`config.mk`:
```
export PLATFORM = sky130hd
export DESIGN_NAME = boot_loader_ctrl
export DESIGN_NICKNAME = d
export VERILOG_FILES = /design/src/rtl/boot_loader_ctrl_pkg.sv /design/src/rtl/boot_loader_ctrl_checksum.sv /design/src/rtl/boot_loader_ctrl.sv
export SDC_FILE = /design/constraint.sdc
export NUM_CORES = 1
export LEC_CHECK = 0
export CORE_ASPECT_RATIO = 0.6
export CORE_MARGIN = 2
export CORE_UTILIZATION = 30
export CTS_BUF_LIST = sky130_fd_sc_hd__clkbuf_4
export DETAILED_ROUTE_END_ITERATION = 6
export PLACE_DENSITY = 0.61
export SYNTH_ARGS = -nofsm -noshare
export SYNTH_HDL_FRONTEND = slang
export SYNTH_SLANG_ARGS = --single-unit
export TNS_END_PERCENT = 5
```
`constraint.sdc`:
```
create_clock -name CLK -period 5.4 [get_ports CLK]
set_input_delay 1.08 -clock CLK [delete_from_list [all_inputs] [get_ports CLK]]
set_output_delay 1.08 -clock CLK [all_outputs]
set_load 0.1 [all_outputs]
```
`src/rtl/boot_loader_ctrl_pkg.sv`:
```
// Shared definitions for the boot loader: state encoding and header decoding.
package boot_loader_ctrl_pkg;

    localparam int LDR_STATE_W = 3;

    // A header byte of zero requests a full 256-word image.
    localparam logic [8:0] LDR_ZERO_HDR_WORDS = 9'd256;

    typedef enum logic [LDR_STATE_W-1:0] {
        LDR_IDLE  = 3'd0,
        LDR_HDR   = 3'd1,
        LDR_HI    = 3'd2,
        LDR_LO    = 3'd3,
        LDR_WRITE = 3'd4,
        LDR_CHK   = 3'd5,
        LDR_RUN   = 3'd6,
        LDR_ERR   = 3'd7
    } ldr_state_t;

    // Convert the header byte into the number of words still to load.
    function automatic logic [8:0] hdr_to_count(input logic [7:0] hdr);
        return (hdr == 8'h00) ? LDR_ZERO_HDR_WORDS : {1'b0, hdr};
    endfunction

endpackage

```
`src/rtl/boot_loader_ctrl_checksum.sv`:
```
// loader_checksum: 8-bit modulo-256 running sum of the accepted stream bytes.
module loader_checksum (
    input  logic       CLK,
    input  logic       clr,
    input  logic       en,
    input  logic [7:0] byte_in,
    output logic [7:0] sum
);

    // Clear wins over accumulate so a new load always starts from zero.
    always_ff @(posedge CLK) begin
        if (clr) begin
            sum <= 8'h00;
        end else if (en) begin
            sum <= sum + byte_in;
        end
    end

endmodule

```
`src/rtl/boot_loader_ctrl.sv`:
```
// boot_loader_ctrl: loads a program image from a byte stream into the 256x16
// RAM while holding the CPU in reset, verifies the checksum, then returns the
// RAM port to the CPU and releases CPU_NCLR after RST_HOLD cycles.
//
// Stream handshake: a byte transfers on a rising CLK edge where IN_VALID and
// IN_READY are both 1. IN_READY is a registered function of state only (1 in
// HDR, HI, LO, CHK) and never looks at IN_VALID; the source may raise or drop
// IN_VALID freely and must hold IN_DATA while IN_VALID is high and not taken.
module boot_loader_ctrl
    import boot_loader_ctrl_pkg::*;
#(
    parameter logic [7:0]  BASE_ADDR = 8'h00,
    parameter int unsigned RST_HOLD  = 2
) (
    input  logic        CLK,
    input  logic        CLR,
    input  logic        START,
    input  logic        IN_VALID,
    input  logic [7:0]  IN_DATA,
    output logic        IN_READY,
    output logic        RAM_WE,
    output logic [7:0]  RAM_ADDR,
    output logic [15:0] RAM_DIN,
    output logic        LOADER_OWN,
    output logic        CPU_NCLR,
    output logic        BUSY,
    output logic        DONE,
    output logic        ERROR,
    // CPU side of the RAM port and the muxed port that drives the RAM
    input  logic        CPU_WE,
    input  logic [7:0]  CPU_ADDR,
    input  logic [15:0] CPU_DIN,
    output logic        MEM_WE,
    output logic [7:0]  MEM_ADDR,
    output logic [15:0] MEM_DIN,
    // Current controller state, for observation only
    output logic [LDR_STATE_W-1:0] STATE
);

    localparam logic [3:0] HOLD_LAST = 4'(RST_HOLD - 1);

    ldr_state_t state;
    logic [8:0] count;
    logic [3:0] hold_cnt;
    logic [7:0] cks_sum;
    logic       xfer;
    logic       start_take;
    logic       cks_clr;
    logic       cks_en;

    assign xfer       = IN_VALID & IN_READY;
    assign start_take = START & ((state == LDR_IDLE) | (state == LDR_RUN) | (state == LDR_ERR));
    assign cks_clr    = CLR | start_take;
    // The checksum byte itself is never folded into the sum.
    assign cks_en     = xfer & ((state == LDR_HDR) | (state == LDR_HI) | (state == LDR_LO));

    loader_checksum u_checksum (
        .CLK     (CLK),
        .clr     (cks_clr),
        .en      (cks_en),
        .byte_in (IN_DATA),
        .sum     (cks_sum)
    );

    // Load sequencer: state plus every registered output, reset by CLR.
    always_ff @(posedge CLK) begin
        if (CLR) begin
            state      <= LDR_IDLE;
            IN_READY   <= 1'b0;
            RAM_WE     <= 1'b0;
            RAM_ADDR   <= BASE_ADDR;
            RAM_DIN    <= 16'h0000;
            LOADER_OWN <= 1'b1;
            CPU_NCLR   <= 1'b0;
            BUSY       <= 1'b0;
            DONE       <= 1'b0;
            ERROR      <= 1'b0;
            count      <= 9'd0;
            hold_cnt   <= 4'd0;
        end else if (start_take) begin
            // START reclaims the RAM port and re-holds the CPU on the same edge.
            state      <= LDR_HDR;
            IN_READY   <= 1'b1;
            RAM_WE     <= 1'b0;
            RAM_ADDR   <= BASE_ADDR;
            LOADER_OWN <= 1'b1;
            CPU_NCLR   <= 1'b0;
            BUSY       <= 1'b1;
            DONE       <= 1'b0;
            ERROR      <= 1'b0;
            hold_cnt   <= 4'd0;
        end else begin
            RAM_WE <= 1'b0;
            case (state)
                LDR_HDR: begin
                    if (xfer) begin
                        count <= hdr_to_count(IN_DATA);
                        state <= LDR_HI;
                    end
                end
                LDR_HI: begin
                    if (xfer) begin
                        RAM_DIN[15:8] <= IN_DATA;
                        state         <= LDR_LO;
                    end
                end
                LDR_LO: begin
                    if (xfer) begin
                        RAM_DIN[7:0] <= IN_DATA;
                        RAM_WE       <= 1'b1;
                        IN_READY     <= 1'b0;
                        state        <= LDR_WRITE;
                    end
                end
                LDR_WRITE: begin
                    // The write happens this cycle; advance for the next word.
                    RAM_ADDR <= RAM_ADDR + 8'd1;
                    count    <= count - 9'd1;
                    IN_READY <= 1'b1;
                    state    <= (count == 9'd1) ? LDR_CHK : LDR_HI;
                end
                LDR_CHK: begin
                    if (xfer) begin
                        IN_READY <= 1'b0;
                        BUSY     <= 1'b0;
                        if (IN_DATA == cks_sum) begin
                            state      <= LDR_RUN;
                            LOADER_OWN <= 1'b0;
                            DONE       <= 1'b1;
                            hold_cnt   <= 4'd0;
                        end else begin
                            state <= LDR_ERR;
                            ERROR <= 1'b1;
                        end
                    end
                end
                LDR_RUN: begin
                    // CPU reset is released RST_HOLD edges after the port handover.
                    if (!CPU_NCLR) begin
                        if (hold_cnt == HOLD_LAST) begin
                            CPU_NCLR <= 1'b1;
                        end else begin
                            hold_cnt <= hold_cnt + 4'd1;
                        end
                    end
                end
                default: begin
                    // IDLE and ERR only leave on START, handled above.
                    state <= state;
                end
            endcase
        end
    end

    // RAM port mux: loader drives the RAM while it owns the port.
    always_comb begin
        MEM_WE   = LOADER_OWN ? RAM_WE   : CPU_WE;
        MEM_ADDR = LOADER_OWN ? RAM_ADDR : CPU_ADDR;
        MEM_DIN  = LOADER_OWN ? RAM_DIN  : CPU_DIN;
    end

    assign STATE = state;

endmodule
```
Yosys cells after proc, flatten, opt, wreduce, memory -nomap -nowiden
Cells that the tools add are included.

cells by class
  bitwise logic cells = 11
  divide/modulo/power cells = 0
  multipliers = 0
  eq/ne operators = 22
  $lt $le $gt $ge = 0
  $add $sub $neg = 4
  shift operators = 0
  reduce and logical (&&, ||, !) cells = 22
  multiplexer cells = 27

operators with widths
  kind                                                                count
  9-bit two-way mux                                                   2
  9-bit one-hot mux with 2 select lines                               1
  16-bit two-way mux                                                  1
  4-bit two-way mux                                                   4
  3-bit two-way mux                                                   5
  3-bit one-hot mux with 5 select lines                               1
  3-bit AND reduction                                                 5
  5-bit AND reduction                                                 3
  2-bit != test, second input constant                                7
  3-bit == test, second input constant                                4
  3-bit != test, second input constant                                4
  1-bit two-way mux                                                   10
  9-bit by 1-bit == test with 1-bit output, second input constant     1
  9-bit by 1-bit subtractor with 9-bit output, second input constant  1
  8-bit by 1-bit adder with 8-bit output, second input constant       1
  8-bit adder                                                         1
  8-bit == test                                                       1
  8-bit zero test                                                     1
  8-bit two-way mux                                                   1
  4-bit one-hot mux with 2 select lines                               1
  2-bit nonzero test                                                  4
  3-bit by 2-bit == test with 1-bit output, second input constant     2
  6-bit nonzero test                                                  1
  1-bit bitwise OR                                                    5
  13 further kinds                                                    19

storage, ports and cells
  input port bits = 37
  output and inout port bits = 59
  memory bits (writable) = 0
  bits in registers = 55
  ROM bits = 0
  logic and storage cells = 101
  latch bits = 0
  memories kept = 0

Longest topological paths before layout
  depth after elaboration = 6
  gate-level depth with buffers = 9
  mapped depth without buffers = 7

Cells and area by module
From an unflattened synthesis, not the netlist that was laid out.

second synthesis, totals
  cell total of the unflattened synthesis = 370
  area, all modules = 3308.2 sq um

modules (own cells, without submodules)
  module            cells an instance  sequential area each (sq um)  area each (sq um)  instances
  boot_loader_ctrl  303                940.9                         2698.8             1
  loader_checksum   67                 160.2                         609.3              1

Least setup slack after synthesis
OpenSTA, ideal clock, no wires.

  kind = register to output
  start point = register LOADER_OWN
  end point = output port MEM_ADDR[3]
  arrival time = 2.227 ns
  setup slack = 2.093 ns
  stages on the path, launching flop included = 4
  path buffers = 2
  required time = 4.320 ns
  cell sequence = dfxtp_1 -> clkbuf_1 -> buf_1 -> mux2_2

on the way
  word-level cells in the longest chain between the ends = 1

RTL lines
  what                    RTL line                 source
  start, declared         boot_loader_ctrl.sv:24   output logic LOADER_OWN,
  start signal, assigned  boot_loader_ctrl.sv:73   LOADER_OWN <= 1'b1;
  start signal, assigned  boot_loader_ctrl.sv:86   LOADER_OWN <= 1'b1;
  start signal, assigned  boot_loader_ctrl.sv:128  LOADER_OWN <= 1'b0;
  8-bit two-way mux       boot_loader_ctrl.sv:158  MEM_ADDR = LOADER_OWN ? RAM_ADDR : CPU_ADDR;
  end, declared           boot_loader_ctrl.sv:34   output logic [7:0] MEM_ADDR,

Every way passes these cells.

Final worst setup path
  start point = input port CPU_ADDR[1]
  end point = output port MEM_ADDR[1]

on the way
  word-level cells in the longest chain between the ends = 1

RTL lines
  what               RTL line                 source
  start, declared    boot_loader_ctrl.sv:31   input logic [7:0] CPU_ADDR,
  8-bit two-way mux  boot_loader_ctrl.sv:158

Every way passes these cells.

==> flow_metrics.py <==
metrics = {
    "floorplan": {
        "die_x_um": 139,
        "die_h_um": 84.8,
        "initial_utilization": 0.308,
        "rows": 29,
        "fp.coreArea_um2": 10600,
        "die-area_um2": 11800,
        "pin_count": 96,
    },
    "cells_and_area": {
        "final_nets": 526,
        "final_area_um2": 4400,
        "syn_to_final_growth_pct": 34.9,
        "drive_above_1_share": 0.0947,
        "final_common_cell": "clkdlybuf4s50_1",
        "antenna_cells": 0,
        "mostFrequentLayoutCells": "clkdlybuf4s50_1, dfxtp_1, nor2_1",
        "layout.cells.non_filler": 614,
    },
    "sta": {
        "rsz0062_at_grt": "false",
        "setup_viol": 0,
        "hold_viol_final": 0,
        "clock.fmax_mhz": 254,
        "tns_ps": 0,
        "drv_slew": 0,
        "period_share": 0.728,
        "fin_crit_ps": 3930,
        "relSlewSlack": 0.336,
        "skew_ps": 17.5,
        "tightest_slew_ps": 992,
        "fin_ws_ps": 1470,
    },
    "synthesis": {
        "synthCells": 387,
        "syn_area_um2": 3260,
        "synthArstFlopShare": 0,
        "synth.net_count": 439,
        "synth_flop_cell": "dfxtp_1",
        "synth_edf_count": 0,
        "yosys.area.top_type": "dfxtp_1",
        "ys_seq_elements": 55,
        "synth.area.top_cells": "dfxtp_1, mux2_2, mux2i_1, nor2_1, ha_1",
        "ys_types": 59,
        "ys_warn_count": 0,
        "synth_top_area_frac": 0.337,
        "synth_area_per_cell_um2": 8.44,
        "synth_seq_area_share": 0.337,
    },
    "critical_path": {
        "max_stage_delay_ps": 1140,
        "crit_path_max_fanout": 1,
        "cp_cell_sequence": "clkdlybuf4s50_1, mux2_2, clkdlybuf4s50_1",
        "worstSetupPathType": "in2out",
        "rrSetupSlack_ps": 2990,
        "crit_path_frequent_cell": "clkdlybuf4s50_1",
        "cp-end-kind": "output pin",
        "slowest_stage": "clkdlybuf4s50_1",
        "r2r-end": "RAM_ADDR[6]",
        "reg2reg_depth": 5,
        "start_kind": "primary input",
        "r2r_start": "STATE[2]",
        "cp_data_required_time_ps": 4320,
        "critPathArrivalTime_ps": 2850,
    },
    "global_routing": {
        "overflow": 0,
        "grt_pass1_wl_um": 14900,
        "grt_max_degree": 35,
        "grt_pass1_vias": 2902,
        "track_usage": 0.156,
        "antenna_found_initial": 0,
    },
    "detailed_routing": {
        "drt_iter0_markers": 222,
        "dr.pass1.iters": 4,
        "wire_per_inst_um": 15.0,
        "drc": 0,
        "vias_per_cell": 5.12,
        "ant_nets": 0,
        "routed_wl_um": 9220,
        "vias": 3142,
    },
    "placement": {
        "placed_area_um2": 4320,
        "io_buffers": 95,
        "dp.cells": 606,
        "preCtsSetupSlack_ps": 1460,
        "hpwl_um": 6800,
        "globalplace.congestion": 0.853,
    },
    "clock_tree": {
        "clk_path_buf_depth": 2,
        "clkSlewWorstSetupHoldPaths_ps": 150,
        "cts_max_level": 2,
        "cts_tree": "yes",
        "ctsHoldBuffers": 0,
        "cts.sinks": 55,
        "cts_made_buffers": 5,
        "cts_setup_buffers": 0,
        "cts_root_buf": "clkbuf_4",
        "cts_resized": 0,
        "clock_latency_ps": 400,
    },
    "pwr": {
        "ir_drop_mv": 0.0903,
        "power_density_nw_per_um2": 180,
        "cellLeakagePower_nw": 1.58,
    },
    "min_path": {
        "min-delay-start": "u_checksum.sum[3]",
        "holdPathEnd": "u_checksum.sum[3]",
        "holdPathStages": 2,
        "min_path_type": "reg2reg",
    },
    "run_status": {
        "outcome": "finished, final reports clean",
    },
    "flow_run": {
        "cap_violations": 0,
    },
}
-- stage by stage --
step | hold slack [ps] | power, W | util
after global routing | 487 | 0.000830 | 0.416
after CTS | 476 | 0.000799 | 0.416
after global placement | 445 | 0.000557 | 0.408
final | 473 | 0.000792 | 0.416
after floorplan | 436 | 0.000506 | -
after detailed placement | 455 | 0.000560 | 0.408
-- registers in the layout (all words and copies together), names as in the netlist, 3 cells and up --
signal / flops
RAM_DIN: 16
hold_cnt: 4
RAM_ADDR: 8
count: 9
u_checksum.sum: 8
STATE: 3
-- power breakdown --
group          internal, W  total [W]  switching, W  leakage, nW
registers         0.000412   0.000425     0.0000130        0.444
clock network    0.0000979   0.000240      0.000142       0.0432
logic            0.0000523   0.000127     0.0000745         1.09
total             0.000562   0.000792      0.000229         1.58
-- area by class of cell --
cell class | count | area [um2]
Sequential cell | 55 | 1100
Tap cell | 139 | 174
Inverter | 11 | 46.3
Clock buffer | 5 | 37.5
Timing Repair Buffer | 98 | 973
Clock inverter | 3 | 42.5
Fill cell | 1043 | 6190
Multi-Input combinational cell | 303 | 2030
-- cells by family (layout without fill, tap and decap cells) --
group                      after synthesis  in the layout  synth area share
muxes                                   44             44             0.144
xor gates and xnor gates                 9              9            0.0241
and+or+nand+nor                        147            147             0.222
AOI/OAI and AO/OA                       87             87             0.168
adders and majority gates               16             16            0.0629
buffers and inverters                   29            117            0.0410
DFF                                     55             55             0.337
-- per-layer routing --
metal  vias up  track usage  share of wire
met1      1483        0.227           0.51
met3        11       0.0376          0.053
met5         -            0              0
met4         0       0.0331          0.011
li1       1566            -              -
met2        82        0.235           0.43
-- worst max path at each step --
stage | start | end | slack [ps] | depth (start not counted)
after floorplan | LOADER_OWN | MEM_ADDR[3] | 2090 | 3
after global placement | CPU_ADDR[1] | MEM_ADDR[1] | 1470 | 3
after detailed placement | CPU_ADDR[1] | MEM_ADDR[1] | 1460 | 3
after CTS | CPU_ADDR[1] | MEM_ADDR[1] | 1450 | 3
after global routing | CPU_ADDR[1] | MEM_ADDR[1] | 1420 | 3
final | CPU_ADDR[1] | MEM_ADDR[1] | 1470 | 3
-- worst max-delay path, delay by kind of cell --
kind	cells	cell delay, ps
buffers and inverters	2	1610
muxes	1	160
-- cells in the mapped netlist, types with 3 or more instances --
cell type,number
o21ai_0,19
buf_2,7
clkbuf_1,7
o211ai_1,4
xor2_1,3
mux2_2,25
or3_1,3
nor3_1,8
nor2_1,48
ha_1,14
mux2i_1,19
a211o_1,3
nand2_1,38
a211oi_1,7
xnor2_1,6
nand3_1,13
inv_1,10
nor4_1,5
a21oi_1,29
nand4_1,3
dfxtp_1,55
a21o_1,4
nor2b_1,3
nand2b_1,7
Power figures use the tool's default switching activity.
